<file path="src/rtl/vga_pkg.sv">
//==============================================================================
// Module      : vga_pkg
// Description : Shared constants and FSM state type for the glyph plotter.
// Revision    : 1.0  initial release
//==============================================================================
`default_nettype none

package vga_pkg;
    localparam int GLYPH_DIM  = 16;
    localparam int GLYPH_BITS = 256;
    localparam int SCREEN_W   = 320;
    localparam int SCREEN_H   = 240;
    localparam int COLOUR_W   = 3;

    typedef enum logic [1:0] {
        IDLE = 2'd0,
        DRAW = 2'd1,
        DONE = 2'd2
    } plot_state_t;
endpackage

`default_nettype wire

</file>
<file path="src/rtl/glyph_plotter_if.sv">
//==============================================================================
// Module      : glyph_plotter_if
// Description : Start handshake, glyph request and pixel-write bus.
// Revision    : 1.0  initial release
//==============================================================================
`default_nettype none

interface glyph_plotter_if #(
    parameter int COLOUR_W = 3
);
    logic                start;
    logic                ready;
    logic [255:0]        glyph;
    logic [8:0]          x0;
    logic [7:0]          y0;
    logic [COLOUR_W-1:0] fg_colour;
    logic [COLOUR_W-1:0] bg_colour;
    logic                transparent;
    logic [8:0]          out_x;
    logic [7:0]          out_y;
    logic [COLOUR_W-1:0] out_colour;
    logic                plot;
    logic                done;

    modport master (
        output start, glyph, x0, y0, fg_colour, bg_colour, transparent,
        input  ready, out_x, out_y, out_colour, plot, done
    );

    modport slave (
        input  start, glyph, x0, y0, fg_colour, bg_colour, transparent,
        output ready, out_x, out_y, out_colour, plot, done
    );
endinterface

`default_nettype wire

</file>
<file path="src/rtl/glyph_pixel_counter.sv">
//==============================================================================
// Module      : glyph_pixel_counter
// Description : Raster col/row counter over the glyph cell, flags the last pixel.
// Revision    : 1.0  initial release
//==============================================================================
`default_nettype none

module glyph_pixel_counter
    import vga_pkg::*;
#(
    parameter int CNT_W = $clog2(GLYPH_DIM)
) (
    input  wire logic             clk,
    input  wire logic             rst,
    input  wire logic             i_clear,
    input  wire logic             i_enable,
    output logic      [CNT_W-1:0] o_col,
    output logic      [CNT_W-1:0] o_row,
    output logic                  o_last
);
    localparam logic [CNT_W-1:0] c_max = CNT_W'(GLYPH_DIM - 1);

    logic [CNT_W-1:0] r_col;
    logic [CNT_W-1:0] r_row;

    always_ff @(posedge clk or posedge rst) begin
        if (rst) begin
            r_col <= '0;
            r_row <= '0;
        end else if (i_clear) begin
            r_col <= '0;
            r_row <= '0;
        end else if (i_enable) begin
            r_col <= r_col + 1'b1;
            if (r_col == c_max) begin
                r_row <= r_row + 1'b1;
            end
        end
    end

    assign o_col  = r_col;
    assign o_row  = r_row;
    assign o_last = (r_col == c_max) && (r_row == c_max);
endmodule

`default_nettype wire

</file>
<file path="src/rtl/glyph_plotter.sv">
//==============================================================================
// Module      : glyph_plotter
// Description : Rasterises a latched 16x16 glyph into clipped pixel writes.
// Revision    : 1.0  initial release
//==============================================================================
`default_nettype none

module glyph_plotter #(
    parameter int SCREEN_W = vga_pkg::SCREEN_W,
    parameter int SCREEN_H = vga_pkg::SCREEN_H,
    parameter int COLOUR_W = vga_pkg::COLOUR_W
) (
    input  wire logic      clk,
    input  wire logic      reset,
    glyph_plotter_if.slave bus
);
    import vga_pkg::*;

    plot_state_t           r_state;
    plot_state_t           w_next;
    logic                  w_accept;
    logic                  w_ready;

    logic [GLYPH_BITS-1:0] r_glyph;
    logic [8:0]            r_x0;
    logic [7:0]            r_y0;
    logic [COLOUR_W-1:0]   r_fg;
    logic [COLOUR_W-1:0]   r_bg;
    logic                  r_transparent;

    logic [8:0]            r_out_x;
    logic [7:0]            r_out_y;
    logic [COLOUR_W-1:0]   r_out_colour;
    logic                  r_plot;
    logic                  r_done;

    logic [3:0]            w_col;
    logic [3:0]            w_row;
    logic                  w_last;
    logic                  w_bit;
    logic [9:0]            w_sum_x;
    logic [8:0]            w_sum_y;
    logic                  w_write;

    glyph_pixel_counter #(
        .CNT_W (4)
    ) u_counter (
        .clk      (clk),
        .rst      (reset),
        .i_clear  (w_accept),
        .i_enable (r_state == DRAW),
        .o_col    (w_col),
        .o_row    (w_row),
        .o_last   (w_last)
    );

    // The done cycle is spent in IDLE with r_done high, so ready stays low
    // until the cycle after the done pulse.
    assign w_ready = (r_state == IDLE) && !r_done;

    always_comb begin
        w_next   = r_state;
        w_accept = 1'b0;
        case (r_state)
            IDLE: begin
                if (bus.start && w_ready) begin
                    w_accept = 1'b1;
                    w_next   = DRAW;
                end
            end
            DRAW: begin
                if (w_last) begin
                    w_next = DONE;
                end
            end
            DONE:    w_next = IDLE;
            default: w_next = IDLE;
        endcase
    end

    always_ff @(posedge clk or posedge reset) begin
        if (reset) begin
            r_state <= IDLE;
        end else begin
            r_state <= w_next;
        end
    end

    // Widened sums so an origin near the top of the 9/8-bit range cannot
    // wrap back onto the screen.
    assign w_bit   = r_glyph[{w_row, w_col}];
    assign w_sum_x = {1'b0, r_x0} + {6'd0, w_col};
    assign w_sum_y = {1'b0, r_y0} + {5'd0, w_row};
    assign w_write = (w_bit || !r_transparent)
                     && (w_sum_x < 10'(SCREEN_W))
                     && (w_sum_y < 9'(SCREEN_H));

    always_ff @(posedge clk or posedge reset) begin
        if (reset) begin
            r_glyph       <= '0;
            r_x0          <= '0;
            r_y0          <= '0;
            r_fg          <= '0;
            r_bg          <= '0;
            r_transparent <= 1'b0;
            r_out_x       <= '0;
            r_out_y       <= '0;
            r_out_colour  <= '0;
            r_plot        <= 1'b0;
            r_done        <= 1'b0;
        end else begin
            r_plot <= 1'b0;
            r_done <= (r_state == DONE);
            if (w_accept) begin
                r_glyph       <= bus.glyph;
                r_x0          <= bus.x0;
                r_y0          <= bus.y0;
                r_fg          <= bus.fg_colour;
                r_bg          <= bus.bg_colour;
                r_transparent <= bus.transparent;
            end
            if (r_state == DRAW) begin
                r_out_x      <= w_sum_x[8:0];
                r_out_y      <= w_sum_y[7:0];
                r_out_colour <= w_bit ? r_fg : r_bg;
                r_plot       <= w_write;
            end
        end
    end

    assign bus.ready      = w_ready;
    assign bus.out_x      = r_out_x;
    assign bus.out_y      = r_out_y;
    assign bus.out_colour = r_out_colour;
    assign bus.plot       = r_plot;
    assign bus.done       = r_done;
endmodule

`default_nettype wire

</file>
<file path="src/flat_wrapper.sv">
// flat-port wrapper written by rule: the top's interface ports become plain ports
module glyph_plotter_flat import vga_pkg::*;
#(
    parameter int SCREEN_W = vga_pkg::SCREEN_W,
    parameter int SCREEN_H = vga_pkg::SCREEN_H,
    parameter int COLOUR_W = vga_pkg::COLOUR_W
)
  (clk, reset, bus_start, bus_glyph, bus_x0, bus_y0, bus_fg_colour, bus_bg_colour, bus_transparent, bus_ready, bus_out_x, bus_out_y, bus_out_colour, bus_plot, bus_done);
  glyph_plotter_if #(.COLOUR_W(COLOUR_W)) bus_i ();
  input  wire logic clk;
  input  wire logic reset;
  input wire logic [$bits(bus_i.start)-1:0] bus_start;
  input wire logic [$bits(bus_i.glyph)-1:0] bus_glyph;
  input wire logic [$bits(bus_i.x0)-1:0] bus_x0;
  input wire logic [$bits(bus_i.y0)-1:0] bus_y0;
  input wire logic [$bits(bus_i.fg_colour)-1:0] bus_fg_colour;
  input wire logic [$bits(bus_i.bg_colour)-1:0] bus_bg_colour;
  input wire logic [$bits(bus_i.transparent)-1:0] bus_transparent;
  output wire logic [$bits(bus_i.ready)-1:0] bus_ready;
  output wire logic [$bits(bus_i.out_x)-1:0] bus_out_x;
  output wire logic [$bits(bus_i.out_y)-1:0] bus_out_y;
  output wire logic [$bits(bus_i.out_colour)-1:0] bus_out_colour;
  output wire logic [$bits(bus_i.plot)-1:0] bus_plot;
  output wire logic [$bits(bus_i.done)-1:0] bus_done;
  assign bus_i.start = bus_start;
  assign bus_i.glyph = bus_glyph;
  assign bus_i.x0 = bus_x0;
  assign bus_i.y0 = bus_y0;
  assign bus_i.fg_colour = bus_fg_colour;
  assign bus_i.bg_colour = bus_bg_colour;
  assign bus_i.transparent = bus_transparent;
  assign bus_ready = bus_i.ready;
  assign bus_out_x = bus_i.out_x;
  assign bus_out_y = bus_i.out_y;
  assign bus_out_colour = bus_i.out_colour;
  assign bus_plot = bus_i.plot;
  assign bus_done = bus_i.done;
  glyph_plotter #(.SCREEN_W(SCREEN_W), .SCREEN_H(SCREEN_H), .COLOUR_W(COLOUR_W)) u_core (.clk(clk), .reset(reset), .bus(bus_i));
endmodule
</file>
<file path="config.mk">
export PLATFORM = sky130hd
export DESIGN_NAME = glyph_plotter_flat
export DESIGN_NICKNAME = d
export VERILOG_FILES = /design/src/rtl/vga_pkg.sv /design/src/rtl/glyph_plotter_if.sv /design/src/rtl/glyph_pixel_counter.sv /design/src/rtl/glyph_plotter.sv /design/src/flat_wrapper.sv
export SDC_FILE = /design/constraint.sdc
export NUM_CORES = 1
export LEC_CHECK = 0
export CAP_MARGIN = 5
export CORE_MARGIN = 2
export CORE_UTILIZATION = 55
export DETAILED_ROUTE_END_ITERATION = 6
export PLACE_DENSITY = 0.82
export SYNTH_ARGS = -nofsm -noshare
export SYNTH_HDL_FRONTEND = slang
export SYNTH_SLANG_ARGS = --single-unit
</file>
<file path="constraint.sdc">
create_clock -name clk -period 19.4 [get_ports clk]
set_clock_uncertainty 0.2 [all_clocks]
set_input_delay 1.94 -clock clk [delete_from_list [all_inputs] [get_ports clk]]
set_output_delay 1.94 -clock clk [all_outputs]
set_load 0.01 [all_outputs]
</file>
==> key figures <==
Place
  – I/O Buffers: roughly 310
  – Placer Congestion: about 0.78
  – Inst Count DP: about 1,600
  – Placed Area: around 0.018 sq mm
  – DPL Wire Length: approximately 24,000 um

Timing
  – Slew Limit Fails: 0
  – Endpoints failing hold: 0
  – Crit path time final: a little over 5 ns
  – Fmax: about 200 MHz
  – Hold slack: 0.274 ns
  – Setup-failing EPs final: 0
  – Slew @ Worst Pin: 1.11 ns
  – Fin crit share: 26.4%
  – Worst slew margin: about a quarter
  – TNS Setup: 0 ns
  – RSZ-0062 raised after global routing: no

Floorplan
  – IO Count: 306
  – Starting density of the core: roughly 56%
  – Die Wd: 166 um
  – Die Y-Extent: about 170 um
  – Die area: ~0.027 sq mm
  – Rows: ~60
  – Core Region: between 0.02 and 0.03 sq mm

Yosys
  – Compound-Gate Fraction of Synth Area: just over 4%
  – Adder-cell share of the synthesized area: between 1 and 1.5%
  – Ys flop type: dfrtp_1
  – Xor/xnor cell area share of the yosys netlist: 1.10%
  – Cell area after synthesis: around 0.014 sq mm
  – Share of the synthesized area in the top cell type: between 50% and 60%
  – Sequential area share after synthesis: a little over half
  – Post-synth top area cell: dfrtp_1
  – Largest family of logic cells by synthesized area: multiplexers
  – Simple-gate portion of the synthesized area: 3.63%
  – Multiplexer share of the synthesized area: 33.2%
  – Commonest cells post-synth: dfrtp_1 (312), mux2_2 (280), clkbuf_1 (50), nand2_1 (50), mux2i_1 (43)
  – Seq cells post-synth: between 300 and 400
  – Post-Syn Nets: approximately 1,300
  – Unique masters post-synth: 52
  – EDFF count, synth: 0
  – Most numerous cell in the Yosys netlist: dfrtp_1
  – Total number of yosys warnings: 0
  – Synth area leaders: dfrtp_1 (54%), mux2_2 (22%), mux4_2 (5.3%)
  – Average size of a mapped cell: about 15 sq um
  – Ys async rst share: between 90% and 100%
  – Cells after Synth: about 980

Clock network
  – Post-CTS Setup Inserts: 0
  – CTS Buf Count: 35
  – H-tree level count: 2
  – CTS Buffer Depth: 3
  – CTS tree: yes
  – Clk sink count: 312
  – Clock transition at path regs: 0.06 ns
  – Clk Latency, worst-skew pair: ~0.5 ns
  – Number of hold buffers added after CTS: 0
  – Post-cts sizing count: 0
  – Root buffer cell: clkbuf_16

Final layout
  – Fin cells: 1,630
  – Final #Nets: 1,561
  – Post-Layout Inst Area: between 0.015 and 0.02 sq mm
  – Area Overhead vs Synth: 30.5%
  – Share of cells above drive strength 1: between 30% and 40%

Routing
  – DRC viols: 0
  – Drt total wl: 34,500 um
  – First-iteration detailed-routing DRC count: 526
  – Drt pass-1 iters: 4
  – Via count: between 9,000 and 10,000
  – Detailed-route wire length per cell: about 21 um
  – Post-detailed-route count of antenna-violating nets: 0
  – Vias per inst: 5.67

Global routing
  – Vias in the first global route: approximately 10,000
  – Initial antenna violation count: 7
  – Grt ovf: 0
  – First-pass GRT wire length: ~55,000 um
  – Largest net degree at the start of global routing: ~120
  – All-layer global routing usage: around a quarter

Pwr
  – Switching share of power: 30.4%
  – Comb power frac: between 30% and 40%
  – Leakage: roughly 7.7 nW
  – Worst vdd ir: just over 0.08 mV
  – Clock network fraction of design power: approximately a quarter
  – Internal: approximately 1.8 mW
  – Sequential share of power: between 40% and 50%
  – Net Switching: between 0.8 and 0.9 mW
  – Total chip power: roughly 2.6 mW
  – Power Density: approximately 140 mW/mm^2

Min path
  – Worst Hold Path Cells: 1
  – Hold Crit Start: u_core.r_state[0]
  – Hold Path End: u_core.bus.done
  – Hold WC Path Type: register to register

Setup path
  – Reg-to-reg endpoint: u_core.bus.out_colour[1]
  – CP Launch Type: primary input
  – Critical Path Max Stage Delay: between 0.9 and 1 ns
  – R2r setup slk: approximately 15 ns
  – Sequence of cells on the critical path: clkdlybuf4s50_1, and2_4, buf_4, buf_4, mux2_2
  – Worst setup EP type: register
  – Worst setup path category: primary input to register
  – Required time worst endpoint: 19.59 ns
  – CP max stage cell: buf_4
  – Worst-path fanout max: 86
  – R2R cell count: 9
  – CP arrival: roughly 5.3 ns
  – Crit path top cell by count: buf_4
  – Reg-to-Reg Start: u_core.u_counter.o_col[0]

Job
  – Max Cap Violations: 0

Status
  – Outcome: completed
==> area by class of cell <==
type | instances | area [sq um]
Tap cell | 335 | 419
Multi-Input combinational cell | 595 | 6200
Timing Repair Buffer | 316 | 3140
Fill cell | 1710 | 7070
Clock inverter | 5 | 27.5
Clock buffer | 55 | 1120
Inverter | 6 | 30.0
Sequential cell | 312 | 7820
Antenna cell | 6 | 15.0
==> power groups by stage <==
| stage | clock, mW | sequential (mW) | combinational [mW] |
|---|---|---|---|
| 3_5_place_dp | 0 | 1.11 | 0.895 |
| 6_report | 0.649 | 1.09 | 0.891 |
| 5_1_grt | 0.687 | 1.13 | 0.966 |
| 3_3_place_gp | 0 | 1.09 | 0.873 |
| 2_1_floorplan | 0 | 1.02 | 0.698 |
| 4_1_cts | 0.661 | 1.10 | 0.902 |
==> cells in the final DEF (no fill, tap or decap), drive strengths merged, types with 4 or more instances in the layout <==
cell	instances
buf	11
diode	6
xnor2	7
nand2b	5
mux2	280
nor2b	13
a21oi	9
xor2	11
ha	10
a221oi	11
mux4	50
nor2	14
nand2	50
nand3	15
dfrtp	312
inv	6
clkinv	4
clkdlybuf4s50	305
a31oi	4
nand4	4
o21ai	28
o211ai	5
mux2i	43
clkbuf	55
==> kinds of logic after synthesis <==
logic type,Yosys count
compound gates,81
xor+xnor,18
fa+ha+maj,12
buf+inv,71
flops,312
mux,373
simple gates,111
==> stage by stage <==
step / util [%] / setup slack, ns
2_1_floorplan: - / 8.63
5_1_grt: 72.6 / 14.07
4_1_cts: 72.6 / 14.25
3_5_place_dp: 68.1 / 13.73
6_report: 72.6 / 14.28
3_3_place_gp: 68.1 / 13.72
==> routing by layer <==
layer / global-route usage [%] / share of wire (%)
met1: 33.6 / 41
met2: 41.7 / 48
met3: 6.12 / 6.9
met4: 9.04 / 3.2
met5: 0 / 0.038
==> how the worst max path moves through the flow <==
stage / startpoint / to
5_1_grt: bus_start / u_core.r_glyph[194]
3_3_place_gp: bus_start / u_core.r_glyph[203]
4_1_cts: bus_start / u_core.r_glyph[144]
6_report: bus_start / u_core.r_glyph[6]
2_1_floorplan: reset / u_core.bus.done
3_5_place_dp: bus_start / u_core.r_glyph[194]
==> sequential cells by signal, indices dropped and copies added, names as in the netlist <==
name,count
u_core.bus.done,1
u_core.bus.out_colour,3
u_core.bus.out_x,9
u_core.bus.out_y,8
u_core.bus.plot,1
u_core.r_bg,3
u_core.r_fg,3
u_core.r_glyph,256
u_core.r_state,2
u_core.r_transparent,1
u_core.r_x0,9
u_core.r_y0,8
u_core.u_counter.o_col,4
u_core.u_counter.o_row,4
==> critical path, delay by kind of cell <==
kind	cells	cell delay, ns
mux	1	0.42
simple gates	1	0.60
buf+inv	3	2.28
(Power assumes the default switching activity.)
